$ cat config.mk
export PLATFORM = sky130hd
export DESIGN_NAME = sevenseg_scan_driver
export DESIGN_NICKNAME = d
export VERILOG_FILES = /design/src/rtl/sevenseg_scan_driver_pkg.sv /design/src/rtl/sevenseg_scan_driver_hex7seg_lut.sv /design/src/rtl/sevenseg_scan_driver.sv
export SDC_FILE = /design/constraint.sdc
export NUM_CORES = 1
export LEC_CHECK = 0
export BUFFER_PORTS_ARGS = -buffer_cell sky130_fd_sc_hd__buf_2
export CAP_MARGIN = 15
export CORE_MARGIN = 2
export CORE_UTILIZATION = 59
export DETAILED_ROUTE_END_ITERATION = 12
export GPL_ROUTABILITY_DRIVEN = 0
export PLACE_DENSITY = 0.83
export SYNTH_ARGS = -nofsm -noshare
export SYNTH_HDL_FRONTEND = slang
export SYNTH_SLANG_ARGS = --single-unit
$ cat constraint.sdc
create_clock -name clk -period 3.8 [get_ports clk]
set_input_delay 0.57 -clock clk [delete_from_list [all_inputs] [get_ports clk]]
set_output_delay 0.57 -clock clk [all_outputs]
set_load 0.005 [all_outputs]
$ cat src/rtl/sevenseg_scan_driver_pkg.sv
// Shared constants for the scanned seven-segment driver: hex glyph table,
// the dark segment pattern and counter width helpers.
package sevenseg_scan_driver_pkg;

  // Active-high glyphs, bit6..0 = gfedcba, indexed by nibble value.
  localparam logic [0:15][6:0] HEX_SEG = {
    7'h3F, 7'h06, 7'h5B, 7'h4F, 7'h66, 7'h6D, 7'h7D, 7'h07,
    7'h7F, 7'h6F, 7'h77, 7'h7C, 7'h39, 7'h5E, 7'h79, 7'h71
  };

  localparam logic [6:0] SEG_OFF = 7'h00;

  // Bits needed to count 0..n-1; never less than one bit.
  function automatic int cnt_width(input int n);
    return (n <= 1) ? 1 : $clog2(n);
  endfunction

  function automatic int prescaler_width(input int div);
    return cnt_width(div);
  endfunction

  function automatic int idx_width(input int num_digits);
    return cnt_width(num_digits);
  endfunction

endpackage

$ cat src/rtl/sevenseg_scan_driver_hex7seg_lut.sv
// Combinational nibble to active-high seven-segment glyph lookup.
module hex7seg_lut
  import sevenseg_scan_driver_pkg::*;
(
  input  logic [3:0] nibble,
  output logic [6:0] seg
);

  assign seg = HEX_SEG[nibble];

endmodule

$ cat src/rtl/sevenseg_scan_driver.sv
// Time-multiplexed seven-segment driver: shadow-latched digits scanned onto a
// shared segment bus with per-digit blanking and leading-zero suppression.
module sevenseg_scan_driver
  import sevenseg_scan_driver_pkg::*;
#(
  parameter int NUM_DIGITS     = 4,
  parameter int DIV            = 1000,
  parameter bit SEG_ACTIVE_LOW = 1'b1,
  parameter bit AN_ACTIVE_LOW  = 1'b1
) (
  input  logic                    clk,
  input  logic                    rst,
  input  logic                    load,
  input  logic [4*NUM_DIGITS-1:0] data,
  input  logic [NUM_DIGITS-1:0]   dp_in,
  input  logic [NUM_DIGITS-1:0]   blank_mask,
  input  logic                    lz_blank,
  output logic [NUM_DIGITS-1:0]   an,
  output logic [6:0]              seg,
  output logic                    dp
);

  localparam int PW = prescaler_width(DIV);
  localparam int IW = idx_width(NUM_DIGITS);
  localparam logic [PW-1:0] PRE_LAST = PW'(DIV - 1);
  localparam logic [IW-1:0] IDX_LAST = IW'(NUM_DIGITS - 1);

  logic [PW-1:0]           prescaler;
  logic [IW-1:0]           idx;
  logic [4*NUM_DIGITS-1:0] data_sh;
  logic [NUM_DIGITS-1:0]   dp_sh;
  logic [NUM_DIGITS-1:0]   blank_sh;

  logic [NUM_DIGITS-1:0]   zero_from;
  logic [NUM_DIGITS-1:0]   sel;
  logic [3:0]              cur_nib;
  logic                    cur_dp;
  logic                    cur_blank;
  logic                    cur_zero;
  logic                    dark;
  logic [6:0]              lut_seg;

  logic [NUM_DIGITS-1:0]   an_q;
  logic [6:0]              seg_q;
  logic                    dp_q;

  always_ff @(posedge clk) begin
    if (rst) begin
      prescaler <= '0;
      idx       <= '0;
    end else if (prescaler == PRE_LAST) begin
      prescaler <= '0;
      idx       <= (idx == IDX_LAST) ? '0 : idx + IW'(1);
    end else begin
      prescaler <= prescaler + PW'(1);
    end
  end

  always_ff @(posedge clk) begin
    if (rst) begin
      data_sh  <= '0;
      dp_sh    <= '0;
      blank_sh <= '0;
    end else if (load) begin
      data_sh  <= data;
      dp_sh    <= dp_in;
      blank_sh <= blank_mask;
    end
  end

  // zero_from[i] is set when nibbles i..NUM_DIGITS-1 are all zero.
  always_comb begin
    logic run;
    run       = 1'b1;
    zero_from = '0;
    for (int i = NUM_DIGITS - 1; i >= 0; i--) begin
      run          = run & (data_sh[4*i +: 4] == 4'h0);
      zero_from[i] = run;
    end
  end

  always_comb begin
    cur_nib   = 4'h0;
    cur_dp    = 1'b0;
    cur_blank = 1'b0;
    cur_zero  = 1'b0;
    sel       = '0;
    for (int i = 0; i < NUM_DIGITS; i++) begin
      if (idx == IW'(i)) begin
        cur_nib   = data_sh[4*i +: 4];
        cur_dp    = dp_sh[i];
        cur_blank = blank_sh[i];
        cur_zero  = zero_from[i];
        sel[i]    = 1'b1;
      end
    end
  end

  // Digit 0 is exempt from leading-zero suppression so a zero value still shows.
  assign dark = cur_blank | (lz_blank & cur_zero & (idx != '0));

  hex7seg_lut u_lut (
    .nibble (cur_nib),
    .seg    (lut_seg)
  );

  always_ff @(posedge clk) begin
    if (rst) begin
      an_q  <= '0;
      seg_q <= SEG_OFF;
      dp_q  <= 1'b0;
    end else begin
      an_q  <= dark ? '0 : sel;
      seg_q <= dark ? SEG_OFF : lut_seg;
      dp_q  <= ~dark & cur_dp;
    end
  end

  assign an  = AN_ACTIVE_LOW  ? ~an_q  : an_q;
  assign seg = SEG_ACTIVE_LOW ? ~seg_q : seg_q;
  assign dp  = SEG_ACTIVE_LOW ? ~dp_q  : dp_q;

endmodule

==> qor.txt <==
max_slew headroom: 0.5268
sequential power share: 0.532
Logic pwr share: 0.117
Yosys top cell by area: dfxtp_1
status: completed
Root Buffer: clkbuf_8
CTS tree: yes
dpl ws: 1.268 ns
initial antenna violation count: 0
Post-Syn Area: 2313 sq um
Net Sw Power: 0.2393 mW
Hold Crit Class: reg -> reg
largest net degree at the start of global routing: 31
Max Cap Violations: 0
Overflow after GRT: 0
Post-Synth Adder-Cell Area: 0.06490
Final Hold Fails: 0
Mean Syn Cell Area: 9.254 sq um
max-slew violation count: 0
CP delay by family, top: compound AO/OA/AOI/OAI gates
RSZ-0062 raised after global routing: no
Die W: 66.62 microns
1st-iter DRT viols: 95
mux contribution to synthesized area: 0.1211
Antenna Nets Post-Route: 0
Hold WS: 0.4410 ns
Clock transition at path regs: 0.09 ns
# Post-CTS Setup Buffers: 0
post-DR vias/cell: 5.325
global-route wire length before repair: 7155 microns
CTS Sinks: 48
Simple-Gate Fraction of Synth Area: 0.1720
worst-case reg-to-reg path depth: 7
Yosys reg bits: 48
Setup Crit Path Kind: reg -> reg
Async SR Flop Fraction: 0
crit path launch: idx[0]
Layout Area Growth over Synthesis: 12.01%
ANT cells: 0
TNS Setup: 0 ns
Cells after Synth: 250
Slowest cell on crit path: ha_1
Starting Density: 0.6226
Vias: 1768
GRT Total Usage: 0.2163
Clock Skew: 0.009073 ns
most instantiated cells after synthesis: dfxtp_1 (48), nor2_1 (42), mux2i_1 (28)
CP max stage delay: 0.60 ns
fin crit share: 0.6783
Fmax: 388.0 MHz
maximum VDD drop: 0.0003062 V
share of cells above drive strength 1: 0.1972
area of the multi-input gates: 1181 sq um
crit path max fanout: 16
Synth Area in XOR/XNOR: 0.02650
worst path bufs/invs: 1
First-pass DRT Iterations: 4
WL met1: 1973 microns
Storage cell area: 960.9 sq um
Netlist cell types: 41
core area: 3716 sq um
# IOs: 40
CTS Buf Count: 5
Critical Path Most Common Cell: ha_1
main flop type after synthesis: dfxtp_1
Clock power frac: 0.351
warnings from Yosys: 0
Post-synth EDFFs: 0
WP data required: 4.04 ns
Post-CTS Hold Buffers: 0
switching share of power: 0.2342
ranking of synthesized cells by area: dfxtp_1 (42%), mux2i_1 (12%), nor2_1 (6.8%)
Synth top area share: 0.4154
Met2 Wirelength: 2010 microns
Layout fillers: 310
post_cts resized: 0
NumNets Final: 323
Final setup violation count: 0
port bufs: 39
Synth Area in Compound Gates: 0.1260
HPWL Detailed: 3143 microns
PnR worst setup slack: 1.223 ns
register area share after synthesis: 0.4154
CTS Buffer Depth: 2
worst r2r src: idx[0]
number of global-route vias before repair: 1672
DRC viols: 0
standard-cell rows: 22
Worst-Skew Late Latency: 0.31 ns
largest family of logic cells by synthesized area: simple AND/OR/NAND/NOR gates
Cell Int Power: 0.7823 mW
endpoint type of the worst setup path: register
Wirelength per Cell: 12.85 microns
count leader, synth: dfxtp_1
Worst setup SP type: register
Worst Hold Launch: prescaler[0]
Period minus WS final: 2.577 ns
Levels on crit path: 7
Leak: 1.130 nW
htree depth: 2
metal3 WL: 205 microns
die area: 4438 sq um
Routed WL: 4266 microns
Die H: 66.62 microns
Hold Path Stages: 1
Tightest Pin Transition: 0.7099 ns
top sig layer: met4
crit-path cells: ha_1 -> a211oi_1 -> a221oi_2 -> inv_1 -> ha_1 -> o221a_1 -> nor2_1
power per cell area: 394.2 nW/um^2
fin util: 0.6973
Arr. time, crit path: 2.82 ns
syn_nets: 290
-- through the flow --
stage          std cells  power (mW)  cell area [sq um]
6_report             332       1.022               2591
5_1_grt              332       1.062               2591
4_1_cts              332       1.028               2591
3_5_place_dp         324      0.6745               2484
3_3_place_gp         324      0.6696               2484
2_1_floorplan        250      0.6366               2313
-- kinds of logic (layout without fill, tap and decap cells) --
kind of cell	count (synthesis)	count (layout)
xor gates and xnor gates	7	7
adders and majority gates	12	12
DFF	48	48
and+or+nand+nor	83	83
muxes	28	28
buffers and inverters	36	70
AOI/OAI and AO/OA	36	36
-- final cells by class --
cell class / instances / share of cell area
timing repair buffer: 39 / 0.07533
clock buffer: 6 / 0.02801
multi-input combinational: 166 / 0.4558
clock inverter: 2 / 0.01352
sequential: 48 / 0.3708
tap: 48 / 0.02318
inverter: 23 / 0.03332
-- cells in the final DEF, fill, tap and decap left out, types with 5 or more instances in the layout --
cell and instances:
inv_1 22, mux2i_1 28, nand2_1 11, buf_2 39, dfxtp_1 48, o21ai_0 5, ha_1 12, a21oi_1 9
nor2_1 42, nand3b_1 5, clkbuf_8 5
-- worst paths after layout --
path,endpoint,slack (ns)
max reg2reg,seg_q[0],1.22
min,prescaler[0],0.44
min reg2reg,prescaler[0],0.44
max,seg_q[0],1.22
-- registers in the layout, summed over array words and instances, names as in the netlist --
register	count
data_sh	16
dp_sh	4
an_q	4
idx	2
blank_sh	4
prescaler	10
dp_q	1
seg_q	7
-- routing by layer --
layer  GRT usage  up-vias
li1            -      908
met1      0.2569      807
met2      0.3700       46
met3     0.04223        7
met4      0.1071        0
met5           0        -
-- power groups by stage --
stage	Sequential, mW	Clock [mW]	Combinational [mW]
2_1_floorplan	0.551	0	0.0860
3_3_place_gp	0.555	0	0.115
3_5_place_dp	0.556	0	0.119
4_1_cts	0.544	0.364	0.120
5_1_grt	0.547	0.380	0.134
6_report	0.544	0.358	0.120
(Power assumes the default switching activity.)
